## src/rtl/utt_ctrl.sv

```systemverilog
// utt_ctrl: utterance sequencer between the feature front-end and the decon
// recognition controller.
//   - COLLECT: stores coefficients into the cepstrum RAM at {frame, coef}.
//   - LAUNCH: starts recognition with frame_num, start and fv_ack.
//   - WAIT: waits for result_ack, guarded by a watchdog.
//   - REPORT / DRAIN: emits one report per utterance, then waits for the
//     decoder to drop result_ack.
// Ports:
//   clk, reset             clock, async active-low reset
//   fe_valid/data/last     front-end coefficient stream; fe_ready = accept
//   cep_wren/waddr/wdata   cepstrum RAM write port (registered)
//   frame_num, start,      launch interface to decon
//   fv_ack
//   result_ack, result,    decoder completion
//   overflow
//   rec_valid/word/ovf/err recognition report (one pulse per utterance)
//   frm_overrun            sticky: more than 256 frames offered
module utt_ctrl #(
    parameter int unsigned NCOEF   = 26,
    parameter int unsigned DATA_W  = 16,
    parameter logic [23:0] TIMEOUT = 24'hFF_FFFF
) (
    input  logic              clk,
    input  logic              reset,
    input  logic              fe_valid,
    input  logic [DATA_W-1:0] fe_data,
    input  logic              fe_last,
    output logic              fe_ready,
    output logic              cep_wren,
    output logic [12:0]       cep_waddr,
    output logic [DATA_W-1:0] cep_wdata,
    output logic [7:0]        frame_num,
    output logic              start,
    output logic              fv_ack,
    input  logic              result_ack,
    input  logic [5:0]        result,
    input  logic              overflow,
    output logic              rec_valid,
    output logic [5:0]        rec_word,
    output logic              rec_ovf,
    output logic              rec_err,
    output logic              frm_overrun
);

    typedef enum logic [2:0] {COLLECT, LAUNCH, WAIT, REPORT, DRAIN} state_t;

    localparam logic [4:0]  LAST_COEF = 5'(NCOEF - 1);
    localparam logic [23:0] WD_LAST   = TIMEOUT - 24'd1;

    state_t              state_q, state_d;
    logic [7:0]          frame_cnt_q, frame_cnt_d;
    logic [4:0]          coef_cnt_q, coef_cnt_d;
    logic [23:0]         wd_q, wd_d;
    logic                ovr_q, ovr_d;
    logic                cep_wren_q, cep_wren_d;
    logic [12:0]         cep_waddr_q, cep_waddr_d;
    logic [DATA_W-1:0]   cep_wdata_q, cep_wdata_d;
    logic [7:0]          frame_num_q, frame_num_d;
    logic                start_q, start_d;
    logic                fv_ack_q, fv_ack_d;
    logic                rec_valid_q, rec_valid_d;
    logic [5:0]          rec_word_q, rec_word_d;
    logic                rec_ovf_q, rec_ovf_d;
    logic                rec_err_q, rec_err_d;

    always_ff @(posedge clk or negedge reset) begin
        if (!reset) begin
            state_q     <= COLLECT;
            frame_cnt_q <= '0;
            coef_cnt_q  <= '0;
            wd_q        <= '0;
            ovr_q       <= 1'b0;
            cep_wren_q  <= 1'b0;
            cep_waddr_q <= '0;
            cep_wdata_q <= '0;
            frame_num_q <= '0;
            start_q     <= 1'b0;
            fv_ack_q    <= 1'b0;
            rec_valid_q <= 1'b0;
            rec_word_q  <= '0;
            rec_ovf_q   <= 1'b0;
            rec_err_q   <= 1'b0;
        end else begin
            state_q     <= state_d;
            frame_cnt_q <= frame_cnt_d;
            coef_cnt_q  <= coef_cnt_d;
            wd_q        <= wd_d;
            ovr_q       <= ovr_d;
            cep_wren_q  <= cep_wren_d;
            cep_waddr_q <= cep_waddr_d;
            cep_wdata_q <= cep_wdata_d;
            frame_num_q <= frame_num_d;
            start_q     <= start_d;
            fv_ack_q    <= fv_ack_d;
            rec_valid_q <= rec_valid_d;
            rec_word_q  <= rec_word_d;
            rec_ovf_q   <= rec_ovf_d;
            rec_err_q   <= rec_err_d;
        end
    end

    always_comb begin
        state_d     = state_q;
        frame_cnt_d = frame_cnt_q;
        coef_cnt_d  = coef_cnt_q;
        wd_d        = wd_q;
        ovr_d       = ovr_q;
        cep_wren_d  = 1'b0;
        cep_waddr_d = cep_waddr_q;
        cep_wdata_d = cep_wdata_q;
        frame_num_d = frame_num_q;
        start_d     = start_q;
        fv_ack_d    = 1'b0;
        rec_valid_d = 1'b0;
        rec_word_d  = rec_word_q;
        rec_ovf_d   = rec_ovf_q;
        rec_err_d   = rec_err_q;

        unique case (state_q)
            COLLECT: begin
                if (fe_valid) begin
                    // Past the frame limit, transfers are swallowed unwritten.
                    if (!ovr_q) begin
                        cep_wren_d  = 1'b1;
                        cep_waddr_d = {frame_cnt_q, coef_cnt_q};
                        cep_wdata_d = fe_data;
                    end
                    if (coef_cnt_q == LAST_COEF) begin
                        coef_cnt_d = '0;
                        if (!ovr_q) begin
                            // Frame 255 is the last one that fits; frame_cnt
                            // parks there once it completes.
                            if (frame_cnt_q == 8'hFF) begin
                                if (!fe_last) ovr_d = 1'b1;
                            end else begin
                                frame_cnt_d = frame_cnt_q + 8'd1;
                            end
                        end
                    end else begin
                        coef_cnt_d = coef_cnt_q + 5'd1;
                    end
                    if (fe_last) begin
                        if (ovr_q) begin
                            frame_num_d = 8'hFF;
                            state_d     = LAUNCH;
                        end else if (coef_cnt_q == LAST_COEF) begin
                            frame_num_d = frame_cnt_q;
                            state_d     = LAUNCH;
                        end else if (frame_cnt_q == 8'd0) begin
                            // No complete frame: report an error, skip decon.
                            rec_word_d = '0;
                            rec_ovf_d  = 1'b0;
                            rec_err_d  = 1'b1;
                            state_d    = REPORT;
                        end else begin
                            // Partial trailing frame is dropped.
                            frame_num_d = frame_cnt_q - 8'd1;
                            state_d     = LAUNCH;
                        end
                    end
                end
            end
            LAUNCH: begin
                start_d  = 1'b1;
                fv_ack_d = 1'b1;
                wd_d     = '0;
                state_d  = WAIT;
            end
            WAIT: begin
                // result_ack has priority over an expiring watchdog.
                if (result_ack) begin
                    rec_word_d = result;
                    rec_ovf_d  = overflow;
                    rec_err_d  = 1'b0;
                    start_d    = 1'b0;
                    state_d    = REPORT;
                end else if (wd_q == WD_LAST) begin
                    rec_word_d = '0;
                    rec_ovf_d  = 1'b0;
                    rec_err_d  = 1'b1;
                    start_d    = 1'b0;
                    state_d    = REPORT;
                end else begin
                    wd_d = wd_q + 24'd1;
                end
            end
            REPORT: begin
                rec_valid_d = 1'b1;
                state_d     = DRAIN;
            end
            DRAIN: begin
                if (!result_ack) begin
                    frame_cnt_d = '0;
                    coef_cnt_d  = '0;
                    ovr_d       = 1'b0;
                    state_d     = COLLECT;
                end
            end
            default: state_d = COLLECT;
        endcase
    end

    assign fe_ready    = (state_q == COLLECT);
    assign cep_wren    = cep_wren_q;
    assign cep_waddr   = cep_waddr_q;
    assign cep_wdata   = cep_wdata_q;
    assign frame_num   = frame_num_q;
    assign start       = start_q;
    assign fv_ack      = fv_ack_q;
    assign rec_valid   = rec_valid_q;
    assign rec_word    = rec_word_q;
    assign rec_ovf     = rec_ovf_q;
    assign rec_err     = rec_err_q;
    assign frm_overrun = ovr_q;

endmodule

```

## config.mk

```make
export PLATFORM = sky130hd
export DESIGN_NAME = utt_ctrl
export DESIGN_NICKNAME = d
export VERILOG_FILES = /design/src/rtl/utt_ctrl.sv
export SDC_FILE = /design/constraint.sdc
export NUM_CORES = 1
export LEC_CHECK = 0
export BUFFER_PORTS_ARGS = -buffer_cell sky130_fd_sc_hd__buf_4
export CORE_MARGIN = 4
export CORE_UTILIZATION = 30
export CTS_CLUSTER_DIAMETER = 120
export DETAILED_ROUTE_END_ITERATION = 6
export PLACE_DENSITY_LB_ADDON = 0.12
export SYNTH_ARGS = -nofsm -noshare
export SYNTH_HDL_FRONTEND = slang
export SYNTH_SLANG_ARGS = --single-unit
```

## constraint.sdc

```tcl
create_clock -name clk -period 1.9 [get_ports clk]
set_clock_uncertainty 0.2 [all_clocks]
set_input_delay 0.38 -clock clk [delete_from_list [all_inputs] [get_ports clk]]
set_output_delay 0.38 -clock clk [all_outputs]
set_load 0.05 [all_outputs]
```

==> out/summary.txt, run 1 <==
Critical Path Source Type = flip-flop
crit path DAT = 1.52 ns
sequential power share = 0.263
Synth Cell Area = 0.00442 mm^2
grt ovf = 0
switching share of power = 0.423
Post-Syn Area per Cell = 10.3 um^2
RSZ-0062 raised after global routing = yes
first-pass GRT wire length = 21000 um
violated checks = setup timing
I/O pin count = 79
Layout area overhead = 64.8%
Antenna Cells = 0
worst reg-to-reg setup slack = -0.20 ns
core area = 0.0145 mm^2
r2r endpoint = wd_q[14]
r2r startpoint = state_q[0]
syn_nets = 462
largest net degree at the start of global routing = 38
final hold vios = 0
All-Layer GR Usage = 0.159
Final #Nets = 662
Die Y = 129 um
H-tree Lvls = 3
Gate Count Post-Synth = 427
DRT Wirelength = 13400 um
Routed WL per cell = 16.5 um
minimum clock period = 2.10 ns
final worst path period share = 1.11
ys flop type = dfrtp_1
number of remaining DRC errors = 0
CTS tree = built
Final Wtd Congestion = 0.779
DIE WIDTH = 129 um
max cap viols = 0
Num CTS Buffers = 9
outcome = finished, violations left
Least-Margin Pin Slew = 0.329 ns
CTS clk-pin slew, worst paths = 0.06 ns
#FFs+latches synth = 90
die area = 0.0167 mm^2
Internal Power = 6.27 mW
Synthesis Warnings = 0
setup_tns = -8.29 ns
Netlist cell types = 62
worst-path maximum fanout = 4
worst r2r path cells = 6
vias in the first global route = 4116
Max Fclk = 475 MHz
hold wc startpoint = result[3]
slew margin rel. = 0.779
max-slew violation count = 0
DP Worst Slack = -0.309 ns
part of the power in combinational logic = 0.555
input/output buffers = 78
fraction of registers with async set/reset = 1.00
WHS Endpoint = rec_word[3]
via count = 4090
clk root buf = clkbuf_16
setup ws final = -0.205 ns
Min-Delay Path Class = input pin to flip-flop
# rows = 44
initial antenna violation count = 0
clk_lat worst skew = 0.35 ns
CTS max path bufs = 2
Final ANT Viol Nets = 0
Seq/Total Area, Yosys = 0.510
area fraction of the dominant cell type after synthesis = 0.510
power share of the clock group = 0.182
Starting DRT DRC Count = 162
final setup fails = 77
CP endpoint kind = primary output
vias per cell = 5.01
leading area contributor after synthesis = dfrtp_1
top post-synthesis cells by area = dfrtp_1, mux2_2, o21ai_0, a21oi_1, nand2_1
FILL cells = 1316
WP data required = 1.32 ns
HPWL after detailed placement = 8860 um
Pwr Density = 1490 mW/mm^2
VDD IR-drop max = 554 uV
Crit Path Category = flip-flop to primary output
Starting Density = 0.305
clk sinks = 90
switching power = 4.60 mW
Pre-antenna DRT Iters = 4
LEAKAGE = 3.36 nW
share of cells above drive strength 1 = 0.560
Hold Crit Depth = 3
number of synthesized flops with an enable pin = 0
## power groups by stage
| stage | Sequential [mW] | Clock, mW | Combinational, mW |
|---|---|---|---|
| floorplan | 4.36 | 0 | 1.74 |
| global placement | 2.84 | 0 | 4.86 |
| detailed placement | 2.86 | 0 | 4.91 |
| CTS | 2.83 | 2.05 | 5.49 |
| global route | 2.94 | 2.13 | 6.40 |
| finish | 2.86 | 1.98 | 6.03 |
## placed cells by master (no fill, tap or decap), drive strengths merged, types with 3 or more instances in the layout
cell type and count:
nor4 4, nand4 6, nor2 34, a21oi 28, nor3 8, a22oi 7, mux2i 3, or2 3
ha 7, and4 4, o31ai 7, o21ai 40, buf 203, xor2 6, or4 6, dfrtp 90
nand4b 4, or3 14, and3 8, and2 6, clkinv 3, nand3 13, nand2 35, clkbuf 14
mux2 29, inv 16
## how the worst max path moves through the flow
stage,startpoint,end,slack (ns),depth (start not counted)
finish,state_q[2],fe_ready,-0.20,4
global route,state_q[1],wd_q[14],-0.27,6
CTS,state_q[2],wd_q[21],-0.25,5
detailed placement,wd_q[9],wd_q[19],-0.31,7
global placement,wd_q[10],wd_q[19],-0.28,7
floorplan,state_q[1],cep_wdata[0],-0.14,7
## kinds of logic after synthesis
| kind of cell | synth area share |
|---|---|
| mux | 0.0807 |
| flops | 0.510 |
| buf+inv | 0.0368 |
| compound gates | 0.139 |
| fa+ha+maj | 0.0198 |
| xor+xnor | 0.0159 |
| simple gates | 0.198 |
## layer usage
metal	vias to the layer above	routed length (um)	GRT usage
met5	-	0	0
met4	0	246	0.0556
met3	18	659	0.0408
met2	87	6900	0.268
met1	2034	5620	0.198
li1	1951	-	-
## area by class of cell
type | instances | area, um^2 | area share
multi-input combinational | 303 | 2620 | 0.360
sequential | 90 | 2260 | 0.310
timing repair buffer | 206 | 1770 | 0.243
clock buffer | 12 | 256 | 0.0352
tap | 184 | 230 | 0.0316
clock inverter | 4 | 73.8 | 0.0101
inverter | 17 | 71.3 | 0.00980
## worst max-delay path: stages, from the launching register on
cell and delay (ns):
dfrtp_1 0.41, or3_4 0.45, inv_8 0.09, buf_6 0.09
buf_8 0.13
## state kept, by name (all words and copies together), names as in the netlist
| register | flops |
|---|---|
| frame_num | 8 |
| rec_ovf | 1 |
| rec_valid | 1 |
| frame_cnt_q | 8 |
| fv_ack | 1 |
| cep_waddr | 13 |
| state_q | 3 |
| cep_wren | 1 |
| coef_cnt_q | 5 |
| wd_q | 24 |
| start | 1 |
| frm_overrun | 1 |
| rec_word | 6 |
| rec_err | 1 |
| cep_wdata | 16 |
## per-stage QoR
| step | total power [mW] | utilization | cells | hold WS, ns | instance area, um^2 |
|---|---|---|---|---|---|
| after floorplan | 6.09 | - | 427 | -0.116 | 4510 |
| after global placement | 7.70 | 0.411 | 766 | 0.0428 | 5950 |
| after detailed placement | 7.76 | 0.411 | 766 | 0.0432 | 5950 |
| after CTS | 10.4 | 0.463 | 799 | 0.0468 | 6710 |
| after global routing | 11.5 | 0.503 | 816 | 0.0439 | 7280 |
| final | 10.9 | 0.503 | 816 | 0.0543 | 7280 |
## Yosys cell counts, drive strengths merged, types with 7 or more instances
library cell / instances
inv: 16
nor3: 8
dfrtp: 90
or3: 14
a21oi: 28
nand2: 35
buf: 13
a22oi: 7
o21ai: 38
mux2: 29
nor2: 34
nand3: 13
ha: 7
o31ai: 7
and3: 8
## timing repair
item                       4_1_cts  5_1_grt
hold endpoints to repair        65        0
setup endpoints to repair       79       86
buffers inserted                13       17
resized for setup               66       98
hold buffers                     1        0
pin swaps                       18       39
gates cloned                     3        3
Note: power is estimated with default switching activity, not from simulation.
==> inputs of run 2 (changes only) <==
--- a/config.mk
+++ b/config.mk
@@ -5,6 +5,7 @@
 export SDC_FILE = /design/constraint.sdc
 export NUM_CORES = 1
 export LEC_CHECK = 0
+export ABC_AREA = 1
 export BUFFER_PORTS_ARGS = -buffer_cell sky130_fd_sc_hd__buf_4
 export CORE_MARGIN = 4
 export CORE_UTILIZATION = 30
==> run 2 against run 1 <==
The flow now finishes without violations. Non-clock buffer count down 72. First-iteration DRC count is 62% higher. Power down 8.3%. Final cell count up 21%. Hold slack lost 0.023 ns. Global-route usage is 1.2 points lower. Design area is 11% lower. Synthesized area rose by 6.5%. Utilization decreased by 7.8 points. Critical path type unchanged. Largest power group unchanged. Highest routed layer unchanged.
==> out/summary.txt, run 2 <==
buffers plus inverters on the worst setup path = 3 (unchanged)
Die Y = 133 um (was 129 um)
Num CTS Buffers = 9 (unchanged)
CTS tree = built (unchanged)
VDD IR-drop max = 787 uV (was 554 uV)
Min-Delay Path Class = input pin to flip-flop (unchanged)
Layout area overhead = 38.3% (was 64.8%)
syn_nets = 676 (was 462)
vias in the first global route = 4129 (was 4116)
final hold vios = 0 (unchanged)
WHS Endpoint = cep_wdata[10] (was rec_word[3])
Hold Crit Depth = 3 (unchanged)
input/output buffers = 78 (unchanged)
DRT Wirelength = 13200 um (was 13400 um)
Seq/Total Area, Yosys = 0.478 (was 0.510)
vias per cell = 4.56 (was 5.01)
most frequent cells in the layout = nand2_1, buf_4, dfrtp_1, nor2_1, inv_1 (was buf_4, dfrtp_1, nand2_1, mux2_4, nor2_1)
number of synthesized flops with an enable pin = 0 (unchanged)
outcome = finished clean (was finished, violations left)
DIE WIDTH = 133 um (was 129 um)
die area = 0.0178 mm^2 (was 0.0167 mm^2)
Routed WL per cell = 13.4 um (was 16.5 um)
crit path DAT = 1.25 ns (was 1.52 ns)
Post-Syn Area per Cell = 7.34 um^2 (was 10.3 um^2)
r2r startpoint = wd_q[0] (was state_q[0])
leading area contributor after synthesis = dfrtp_1 (unchanged)
Synth Cell Area = 0.00471 mm^2 (was 0.00442 mm^2)
Gate Count Post-Synth = 641 (was 427)
max-slew violation count = 0 (unchanged)
crit-path max cell delay = 0.40 ns (was 0.45 ns)
FILL cells = 1595 (was 1316)
worst r2r path cells = 12 (was 6)
H-tree Lvls = 3 (unchanged)
minimum clock period = 1.83 ns (was 2.10 ns)
cell area after layout = 0.00651 mm^2 (was 0.00728 mm^2)
Final ANT Viol Nets = 0 (unchanged)
ys flop type = dfrtp_1 (unchanged)
CTS max path bufs = 2 (unchanged)
max cap viols = 0 (unchanged)
worst-path maximum fanout = 4 (unchanged)
HPWL after detailed placement = 9390 um (was 8860 um)
CP endpoint kind = primary output (unchanged)
final setup fails = 0 (was 77)
commonest non-fill, non-tap cell in the layout = nand2_1 (was buf_4)
#FFs+latches synth = 90 (unchanged)
worst reg-to-reg setup slack = 0.07 ns (was -0.20 ns)
slew margin rel. = 0.705 (was 0.779)
WP data required = 1.32 ns (about the same)
DP Worst Slack = -0.0594 ns (was -0.309 ns)
clk root buf = clkbuf_16 (unchanged)
CP cell instances = inv_1 > nand2_2 > nor2_4 > buf_6 > buf_8 (was or3_4 > inv_8 > buf_6 > buf_8)
Crit Path Category = flip-flop to primary output (unchanged)
via count = 4487 (was 4090)
share of cells above drive strength 1 = 0.274 (was 0.560)
area fraction of the dominant cell type after synthesis = 0.478 (was 0.510)
RSZ-0062 raised after global routing = yes (unchanged)
Critical Path Source Type = flip-flop (unchanged)
Reg with most FFs = wd_q (unchanged)
setup ws final = 0.0661 ns (was -0.205 ns)
fraction of registers with async set/reset = 1.00 (unchanged)
CP top delay family = flip-flops (was simple AND/OR/NAND/NOR gates)
Final #Nets = 805 (was 662)
Least-Margin Pin Slew = 0.443 ns (was 0.329 ns)
All-Layer GR Usage = 0.147 (was 0.159)
Pre-antenna DRT Iters = 5 (was 4)
initial antenna violation count = 0 (unchanged)
Max Fclk = 545 MHz (was 475 MHz)
Synthesis Warnings = 0 (unchanged)
clk_lat worst skew = 0.35 ns (about the same)
Netlist cell types = 27 (was 62)
Final Wtd Congestion = 0.883 (was 0.779)
Antenna Cells = 0 (unchanged)
CTS clk-pin slew, worst paths = 0.07 ns (was 0.06 ns)
dpl cell area = 0.00586 mm^2 (was 0.00595 mm^2)
top post-synthesis cells by area = dfrtp_1, nand2_1, nor2_1, nand3_1, inv_1 (was dfrtp_1, mux2_2, o21ai_0, a21oi_1, nand2_1)
number of remaining DRC errors = 0 (unchanged)
first-pass GRT wire length = 21100 um (was 21000 um)
Starting Density = 0.307 (was 0.305)
fin util = 0.425 (was 0.503)
Starting DRT DRC Count = 263 (was 162)
final worst path period share = 0.965 (was 1.11)
# rows = 45 (was 44)
CP max-delay cell = dfrtp_1 (was or3_4)
core area = 0.0153 mm^2 (was 0.0145 mm^2)
Pwr Density = 1530 mW/mm^2 (was 1490 mW/mm^2)
number of flip-flops in the largest register = 24 (unchanged)
grt ovf = 0 (unchanged)
LEAKAGE = 3.22 nW (was 3.36 nW)
Post-synth top cells = nand2_1, dfrtp_1, nor2_1, inv_1, nand3_1 (was dfrtp_1, nand2_1, o21ai_0, nor2_1, mux2_2)
largest net degree at the start of global routing = 43 (was 38)
count leader, synth = nand2_1 (was dfrtp_1)
r2r endpoint = wd_q[4] (was wd_q[14])
I/O pin count = 79 (unchanged)
clk sinks = 90 (unchanged)
hold wc startpoint = fe_data[10] (was result[3])
-- run 2: worst min-delay path, delay by kind of cell --
| family | cells | cell delay (ns) |
|---|---|---|
| buffers and inverters | 1 | 0.08 |
| AND/OR/NAND/NOR | 2 | 0.09 |
-- run 2: metrics by stage --
step                hold WS, ns  setup TNS [ns]  total power, mW  cells
finish                   0.0315               0             9.97    985
global route             0.0244          -0.586             10.6    985
CTS                      0.0183               0             9.53    976
detailed placement        0.144          -0.307             7.72    959
global placement          0.154          -0.167             7.68    959
floorplan                -0.116          -0.484             6.10    641
-- run 2: layout make-up --
| type | count | area [um^2] | share of cell area |
|---|---|---|---|
| clock buffer | 9 | 225 | 0.0346 |
| clock inverter | 6 | 51.3 | 0.00788 |
| inverter | 55 | 209 | 0.0321 |
| multi-input combinational | 480 | 2400 | 0.368 |
| sequential | 90 | 2250 | 0.346 |
| tap | 211 | 264 | 0.0406 |
| timing repair buffer | 134 | 1110 | 0.170 |
-- run 2: worst max path at each step --
stage,startpoint,to,slack [ns],depth (start not counted)
floorplan,state_q[0],cep_wdata[10],-0.02,9
global placement,frame_cnt_q[0],frame_cnt_q[7],-0.05,10
detailed placement,frame_cnt_q[0],frame_cnt_q[5],-0.06,10
CTS,wd_q[0],wd_q[0],0.002,11
global route,wd_q[0],wd_q[4],-0.06,12
finish,state_q[0],fe_ready,0.07,5
-- run 2: cells by family after synthesis --
family | after synthesis | synth area share
xor gates and xnor gates | 16 | 0.0298
DFF | 90 | 0.478
and+or+nand+nor | 405 | 0.354
adders and majority gates | 7 | 0.0186
AOI/OAI and AO/OA | 51 | 0.0566
buffers and inverters | 72 | 0.0625
-- run 2: what timing repair did --
action | 4_1_cts | 5_1_grt
endpoints found under the setup margin | 12 | 59
gates cloned | 0 | 4
gates resized for setup | 6 | 73
hold endpoints to repair | 26 | 0
hold buffers | 1 | 0
pin swaps | 2 | 21
buffers inserted | 1 | 5
-- run 2: routing by layer --
| metal | share of wire | routed length, um | up-vias | global-route usage |
|---|---|---|---|---|
| met5 | 0 | 0 | - | 0 |
| met4 | 0.013 | 178 | 0 | 0.0371 |
| met3 | 0.059 | 776 | 18 | 0.0408 |
| met2 | 0.44 | 5830 | 123 | 0.227 |
| met1 | 0.49 | 6400 | 2068 | 0.205 |
| li1 | - | - | 2278 | - |
-- run 2: where the power goes --
group / switching, mW / internal, mW
clock: 0.801 / 0.895
sequential: 0.358 / 2.48
combinational: 3.66 / 1.77
